--- config.mk ---
export PLATFORM = sky130hd
export DESIGN_NAME = seq_scan_ctrl
export DESIGN_NICKNAME = d
export VERILOG_FILES = /design/src/rtl/seq_scan_ctrl.sv
export SDC_FILE = /design/constraint.sdc
export NUM_CORES = 1
export LEC_CHECK = 0
export CAP_MARGIN = 20
export CORE_UTILIZATION = 58
export DETAILED_ROUTE_END_ITERATION = 12
export GPL_TIMING_DRIVEN = 0
export PLACE_DENSITY = 0.95
export REMOVE_ABC_BUFFERS = 1
export SETUP_SLACK_MARGIN = 0.05
export SYNTH_ARGS = -nofsm -noshare
export SYNTH_HDL_FRONTEND = slang
export SYNTH_SLANG_ARGS = --single-unit
--- constraint.sdc ---
create_clock -name clk -period 4.35 [get_ports clk]
set_input_delay 0.87 -clock clk [delete_from_list [all_inputs] [get_ports clk]]
set_output_delay 0.87 -clock clk [all_outputs]
set_load 0.05 [all_outputs]
--- src/rtl/seq_scan_ctrl.sv ---
// Run controller for a 4-bit sequence detector: gates a fixed window of stream bits into the detector and counts its match pulses.
// Latency: a window of L bits gives done in cycle L+DRAIN_CYC+1 after accept; cfg_len=0 gives done in cycle 1.
// Backpressure: s_ready is high for every RUN slot, and a missing s_valid is consumed as a 0 bit and flagged, because the detector cannot stall.
module seq_scan_ctrl #(
    parameter int CW        = 8,
    parameter int LW        = 16,
    parameter int DRAIN_CYC = 2
) (
    input  logic          clk,
    input  logic          reset,
    input  logic          cfg_valid,
    output logic          cfg_ready,
    input  logic [3:0]    cfg_seq,
    input  logic [LW-1:0] cfg_len,
    input  logic          abort,
    input  logic          s_valid,
    input  logic          s_data,
    output logic          s_ready,
    output logic          det_reset,
    output logic [3:0]    det_seq,
    output logic          det_in,
    input  logic          det_out,
    output logic          done,
    output logic [CW-1:0] match_cnt,
    output logic          sat,
    output logic          err_underrun,
    output logic          busy
);

    typedef enum logic [1:0] {
        IDLE  = 2'd0,
        RUN   = 2'd1,
        DRAIN = 2'd2,
        DONE  = 2'd3
    } state_t;

    state_t        state_q;
    state_t        state_d;
    logic [LW-1:0] len_q;
    logic [LW-1:0] bit_cnt;
    logic [3:0]    drain_cnt;
    logic          last_slot;
    logic          drain_last;
    logic          sample;
    logic [CW-1:0] cnt_inc;

    // bit_cnt holds the index of the current RUN slot, so it never exceeds cfg_len.
    assign last_slot  = (bit_cnt == len_q - LW'(1));
    assign drain_last = (drain_cnt == 4'(DRAIN_CYC - 1));
    // Slot 0 is skipped: the detector flag can be left over from before its reset released.
    assign sample     = ((state_q == RUN) && (bit_cnt != '0)) || (state_q == DRAIN);
    assign cnt_inc    = match_cnt + CW'(1);

    // Handshake and detector controls decoded straight from the state register.
    assign cfg_ready = (state_q == IDLE);
    assign s_ready   = (state_q == RUN);
    assign done      = (state_q == DONE);
    assign busy      = (state_q != IDLE);
    assign det_reset = (state_q == IDLE) || (state_q == DONE);
    assign det_in    = (state_q == RUN) && s_valid && s_data;

    // Next-state logic: abort wins over the normal RUN/DRAIN progression.
    always_comb begin
        state_d = state_q;
        case (state_q)
            IDLE:    if (cfg_valid) state_d = (cfg_len != '0) ? RUN : DONE;
            RUN:     if (abort) state_d = IDLE;
                     else if (last_slot) state_d = DRAIN;
            DRAIN:   if (abort) state_d = IDLE;
                     else if (drain_last) state_d = DONE;
            default: state_d = IDLE;
        endcase
    end

    // State register plus request capture, slot/drain counters and result accumulation.
    always_ff @(posedge clk) begin
        if (!reset) begin
            state_q      <= IDLE;
            len_q        <= '0;
            bit_cnt      <= '0;
            drain_cnt    <= '0;
            det_seq      <= '0;
            match_cnt    <= '0;
            sat          <= 1'b0;
            err_underrun <= 1'b0;
        end else begin
            state_q <= state_d;
            if ((state_q == IDLE) && cfg_valid) begin
                det_seq      <= cfg_seq;
                len_q        <= cfg_len;
                bit_cnt      <= '0;
                match_cnt    <= '0;
                sat          <= 1'b0;
                err_underrun <= 1'b0;
            end
            if (state_q == RUN) begin
                bit_cnt   <= bit_cnt + LW'(1);
                drain_cnt <= '0;
                if (!s_valid) err_underrun <= 1'b1;
            end
            if (state_q == DRAIN) drain_cnt <= drain_cnt + 4'd1;
            // Saturating count: holds at all-ones with sat set.
            if (sample && det_out && !(&match_cnt)) begin
                match_cnt <= cnt_inc;
                sat       <= &cnt_inc;
            end
        end
    end

endmodule

==> flow_summary.yaml, run 1 <==
synthesis:
  synth-async-reset-ratio_pct: 0
  ys_ff_latch: 52
  synth_top_cell_area_share_pct: 33.15
  yosysTopAreaCell: "dfxtp_1"
  yosys-top-cells-count: "62 x nand2_1, 52 x dfxtp_1, 22 x a21boi_0, 22 x nand3_1, 20 x o21ai_0"
  syn_inst: 395
  synth_edf_count: 0
  netlist_area_um2: 3141
  synth_most_common_cell: "nand2_1"
  yosysSeqAreaShare_pct: 33.15
  avgSynthCellArea_um2: 7.951
  ys_types: 51
  synth_area_leaders: "dfxtp_1 33%, nand2_1 7.4%, a21boi_0 5.3%"
  ys.warnings.count: 0
  synthFlopType: "dfxtp_1"
setup_path:
  rr_worst_depth: 7
  worstSetupPathType: "flip-flop to primary output"
  crit_path_end: "det_in"
  critPathMaxFanout: 17
  reg2reg_from: "state_q[0]"
  worstPathCellList: "ha_1 > and3_1 > clkdlybuf4s50_1"
  arrival_ps: 2320
  cp_data_required_time_ps: 3480
  cp-start-kind: "flip-flop"
  path_depth: 3
  rr_endpoint: "match_cnt[4]"
  critical_path_buf_inv_count: 1
  cpPeakStageDelay_ps: 810
  slowest_stage: "clkdlybuf4s50_1"
  crit_path_end_kind: "primary output"
  r2r_setup_slack_ps: 1570
  worstSetupStartpoint: "state_q[0]"
  worst_path_dominant_cell_family: "buffers and inverters"
drt:
  dr.first_iter.drc_count: 198
  via_per_inst: 5.968
  postRouteAntennaNets: 0
  wl_per_cell_um: 15.02
  wl_mm: 7.539
  drcViolationCount: 0
  via_count: 2996
  drt_first_pass_iters: 4
pwr:
  p_sw_uw: 653.0
  power.density_nw_per_um2: 413.3
  vdd_drop_max_uv: 349.9
  power_mw: 1.546
  power_frac_seq_pct: 37.7
  pwr-share-clk_pct: 18.1
  leakage_nw: 1.334
  intPower_uw: 893.2
  combPwrFrac_pct: 44.2
  p_sw_share_pct: 42.23
timing:
  setup_viol: 0
  slew_violations: 0
  timing.final.crit_period_ps: 3194
  worst_slack_ps: 1156
  max-slew-margin-rel_pct: 41.23
  max_freq_ghz: 0.3131
  rsz0062_at_grt: "false"
  tightest_slew_ps: 879.5
  tns_ps: 0
  hold_viol: 0
  clock_skew_ps: 14.54
  final.period_utilization_pct: 73.43
floorplan:
  io_pins: 47
  die_w_um: 75.59
  dieArea_um2: 5713
  die_h_um: 75.59
  rows: 26
  start_util_pct: 60.72
  coreArea_um2: 5172
place:
  post-place-ws_ps: 1178
  hpwlAfterDp_mm: 5.487
  port_buffers: 46
  place.gp.congestion: 0.8341
  place_area_um2: 3643
cells_and_area:
  syn_to_final_growth_pct: 19.12
  fillerInstances: 384
  drive_gt1_share_pct: 4.861
  antenna_cells: 0
  finalInstanceArea_um2: 3741
  nNetsFinal: 469
clock_network:
  cts_root_buf: "clkbuf_8"
  cts_buffers: 5
  cts_max_level: 2
  clkSlewWorstSetupHoldPaths_ps: 100
  numClockSinks: 52
  cts_tree: "yes"
  hold_buffers: 0
  ctsResizeCount: 0
  cts_max_path_buffers: 2
  post-cts-setup-buffers: 0
  clock_latency_ps: 310
global_route:
  track_usage_pct: 27.18
  grt_pass1_wl_mm: 11.92
  grt_max_degree: 34
  overflow: 0
  grt_antenna_before_repair: 0
  first_global_vias: 2726
worst_hold_path:
  min_from: "det_seq[1]"
  hp-class: "flip-flop to flip-flop"
outcome:
  status: "completed"
flow_run:
  drv_cap: 0
## placed cells by master (no fill, tap or decap), drive strengths merged, types with 4 or more instances in the layout
cell type       n
ha             11
a21boi         28
nand4           6
nor2           17
nand2          62
nor3b           4
xor2            7
mux2i           9
nor4           13
xnor2          16
nand3          22
nor2b          11
clkbuf          5
a21oi           8
and3            8
dfxtp          52
or3b            6
nor3            9
o21ai          26
inv            14
and2           19
clkdlybuf4s50  46
## through the flow
stage | utilization (%) | hold slack [ps] | instances
finish | 72.33 | 483.6 | 502
global route | 72.33 | 521.4 | 502
CTS | 72.18 | 488.0 | 501
detailed placement | 70.44 | 473.4 | 493
global placement | 69.91 | 452.8 | 492
floorplan | - | 455.0 | 376
## cells by family (layout without fill, tap and decap cells)
group           count (synthesis)  count (layout)  share of synthesized area [%]
compound gates                 77              77                          15.94
xor+xnor                       24              24                          7.131
fa+ha+maj                      11              11                          4.382
buf+inv                        33              70                          3.984
flops                          52              52                          33.15
mux                            10              10                          3.227
simple gates                  188             188                          32.19
## state kept, by name, summed over array words and instances (netlist names)
name	flops
match_cnt	8
sat	1
err_underrun	1
len_q	16
det_seq	4
state_q	2
bit_cnt	16
drain_cnt	4
## per-layer routing
metal	up-vias	wire (um)	share of wire (%)	GRT usage (%)
met5	-	0	0	0
met4	0	74	0.98	6.584
met3	10	369	4.9	5.952
met2	81	3890	52	50.10
met1	1437	3205	43	32.02
li1	1468	-	-	-
## worst register-to-register path, cell delays in order (launching register included)
cell and delay [ps]:
dfxtp_1 410, ha_1 540, clkinv_1 410, a41oi_1 340, o221ai_1 180, buf_4 220
or3b_2 470, a21boi_1 140
## power groups by stage
| stage | Clock [mW] | Sequential, mW | Combinational, mW |
|---|---|---|---|
| after floorplan | 0 | 0.610 | 0.450 |
| after detailed placement | 0 | 0.593 | 0.670 |
| final | 0.280 | 0.583 | 0.683 |
| after global routing | 0.305 | 0.590 | 0.744 |
| after CTS | 0.285 | 0.582 | 0.674 |
| after global placement | 0 | 0.590 | 0.645 |
## worst min-delay path by stage
stage | end | slack (ps) | depth (start not counted)
4_1_cts | det_seq[1] | 490 | 2
3_5_place_dp | det_seq[1] | 470 | 2
3_3_place_gp | det_seq[2] | 450 | 2
6_report | det_seq[1] | 480 | 2
5_1_grt | det_seq[1] | 520 | 2
2_1_floorplan | len_q[15] | 460 | 2
## cell type report
type	instances	area, um^2	area share, %
clock buffers	5	68.82	1.839
well taps	70	87.58	2.341
multi-input cells	310	1974	52.78
inverters	14	52.55	1.405
flip-flops and latches	52	1041	27.83
repair buffers	48	495.5	13.24
clock inverters	3	21.27	0.5686
Power figures use the tool's default switching activity.
==> run 2, diff against run 1 <==
--- a/config.mk
+++ b/config.mk
@@ -6,10 +6,10 @@
 export NUM_CORES = 1
 export LEC_CHECK = 0
 export CAP_MARGIN = 20
-export CORE_UTILIZATION = 58
+export CORE_UTILIZATION = 54
 export DETAILED_ROUTE_END_ITERATION = 12
 export GPL_TIMING_DRIVEN = 0
-export PLACE_DENSITY = 0.95
+export PLACE_DENSITY = 0.91
 export REMOVE_ABC_BUFFERS = 1
 export SETUP_SLACK_MARGIN = 0.05
 export SYNTH_ARGS = -nofsm -noshare
==> constraint.sdc (replaced) <==
create_clock -name clk -period 3.3 [get_ports clk]
set_input_delay 0.66 -clock clk [delete_from_list [all_inputs] [get_ports clk]]
set_output_delay 0.66 -clock clk [all_outputs]
set_load 0.05 [all_outputs]
==> run 2 against run 1 <==
Net effect:
- total power is 36% higher
- worst setup slack lost 850 ps
- final area rose by 0.54%
- combinational power is 32% higher
- sequential share of layout area is 0.15 points lower
- register-to-register slack got worse by 1100 ps
- core utilization fell by 4.4 points
==> flow_summary.yaml, run 2 (synthesis gave the netlist of run 1 again) <==
outcome:
  status: "completed"
place:
  post-place-ws_ps: 253.7
  place.gp.congestion: 0.8929
  port_buffers: 46
  hpwlAfterDp_mm: 5.506
cells_and_area:
  nNetsFinal: 469
  fillerInstances: 470
  drive_gt1_share_pct: 4.630
  reg_top3: "bit_cnt x16, len_q x16, match_cnt x8"
  syn_to_final_growth_pct: 19.76
  mostFrequentLayoutCell: "nand2_1"
  postLayoutCoreUtil_pct: 67.89
  layout_common_cells: "62 x nand2_1, 52 x dfxtp_1, 46 x clkdlybuf4s50_1"
  multi_input_area_um2: 1974
  regArea_um2: 1041
  antenna_cells: 0
timing:
  max-slew-margin-rel_pct: 34.73
  final.period_utilization_pct: 90.65
  rsz0062_at_grt: "false"
  timing.final.crit_period_ps: 2991
  slew_violations: 0
  clock_skew_ps: 6.277
  worst_slack_ps: 308.7
  hold_viol: 0
  setup_viol: 0
  tns_ps: 0
  max_freq_ghz: 0.3343
  tightest_slew_ps: 979.0
global_route:
  first_global_vias: 2803
  overflow: 0
  grt_antenna_before_repair: 0
  grt_pass1_wl_mm: 12.47
  grt_max_degree: 28
  track_usage_pct: 25.46
setup_path:
  cp-start-kind: "flip-flop"
  crit_path_end_kind: "primary output"
  arrival_ps: 2330
  worstPathCellList: "inv_1 > ha_1 > and3_1 > clkdlybuf4s50_1"
  worstSetupStartpoint: "state_q[1]"
  worst_path_dominant_cell_family: "buffers and inverters"
  critPathMaxFanout: 17
  cpPeakStageDelay_ps: 790
  cp_data_required_time_ps: 2640
  reg2reg_from: "state_q[1]"
  critical_path_buf_inv_count: 2
  worstSetupPathType: "flip-flop to primary output"
  slowest_stage: "clkdlybuf4s50_1"
drt:
  drcViolationCount: 0
  dr.first_iter.drc_count: 171
  wl_mm: 7.634
  via_count: 2971
  drt_first_pass_iters: 5
  via_per_inst: 5.895
  wl_per_cell_um: 15.15
  postRouteAntennaNets: 0
clock_network:
  post-cts-setup-buffers: 0
  clock_latency_ps: 310
  clkSlewWorstSetupHoldPaths_ps: 90
  cts_max_path_buffers: 2
  hold_buffers: 0
  cts_root_buf: "clkbuf_8"
  cts_buffers: 5
  numClockSinks: 52
  cts_tree: "yes"
  ctsResizeCount: 0
  cts_max_level: 2
worst_hold_path:
  hp-class: "flip-flop to flip-flop"
  min_from: "det_seq[1]"
floorplan:
  rows: 27
  die_h_um: 78.26
  die_w_um: 78.26
  start_util_pct: 56.68
  dieArea_um2: 6125
  coreArea_um2: 5540
  io_pins: 47
pwr:
  power_mw: 2.104
  leakage_nw: 1.344
  vdd_drop_max_uv: 290.8
  power.density_nw_per_um2: 559.3
flow_run:
  drv_cap: 0
-- run 2: changes by cell type in the layout (fill, tap and decap cells not counted), sizes merged --
cell / delta
clkbuf: +1
bufinv: +1
inv: -1
clkinvlp: -1
-- run 2: final cells by class --
cell class | instances | share of cell area (%)
Clock buffer | 6 | 1.929
Clock inverter | 2 | 0.9315
Inverter | 14 | 1.397
Multi-Input combinational cell | 310 | 52.49
Sequential cell | 52 | 27.68
Tap cell | 72 | 2.395
Timing Repair Buffer | 48 | 13.17
-- run 2: final timing paths --
kind,end,slack (ps),cells after the start
max,det_in,310,4
min,det_seq[1],470,2
max reg2reg,match_cnt[4],440,8
min reg2reg,det_seq[1],470,2
-- run 2: report_power, final --
group	leakage, nW	internal, mW	switching, mW
Clock	0.0552	0.225	0.204
Sequential	0.423	0.687	0.0830
Combinational	0.867	0.340	0.564
-- run 2: metal layers --
metal | part of all wire [%] | track usage (%) | vias up
met4 | 2.4 | 10.56 | 0
met2 | 50 | 44.82 | 107
met1 | 43 | 30.80 | 1384
li1 | - | - | 1462
met5 | 0 | 0 | -
met3 | 4.8 | 3.837 | 18
-- run 2: worst min-delay path, cell delays in order, from the launching register on --
cell	delay, ps
dfxtp_1	320
nand2_1	50
a21boi_0	60
-- run 2: metrics by stage --
step	cells	hold slack, ps	area (um^2)
after floorplan	376	455.0	3068
after global placement	494	455.0	3618
after detailed placement	495	460.6	3646
after CTS	503	473.6	3754
after global routing	504	508.6	3761
final	504	471.2	3761
==> run 3, diff against run 2 <==
--- a/config.mk
+++ b/config.mk
@@ -5,6 +5,7 @@
 export SDC_FILE = /design/constraint.sdc
 export NUM_CORES = 1
 export LEC_CHECK = 0
+export ABC_CLOCK_PERIOD_IN_PS = 3300
 export CAP_MARGIN = 20
 export CORE_UTILIZATION = 54
 export DETAILED_ROUTE_END_ITERATION = 12
==> results of run 3 <==
No change in the layout: final DEF, timing and power equal those of run 2.
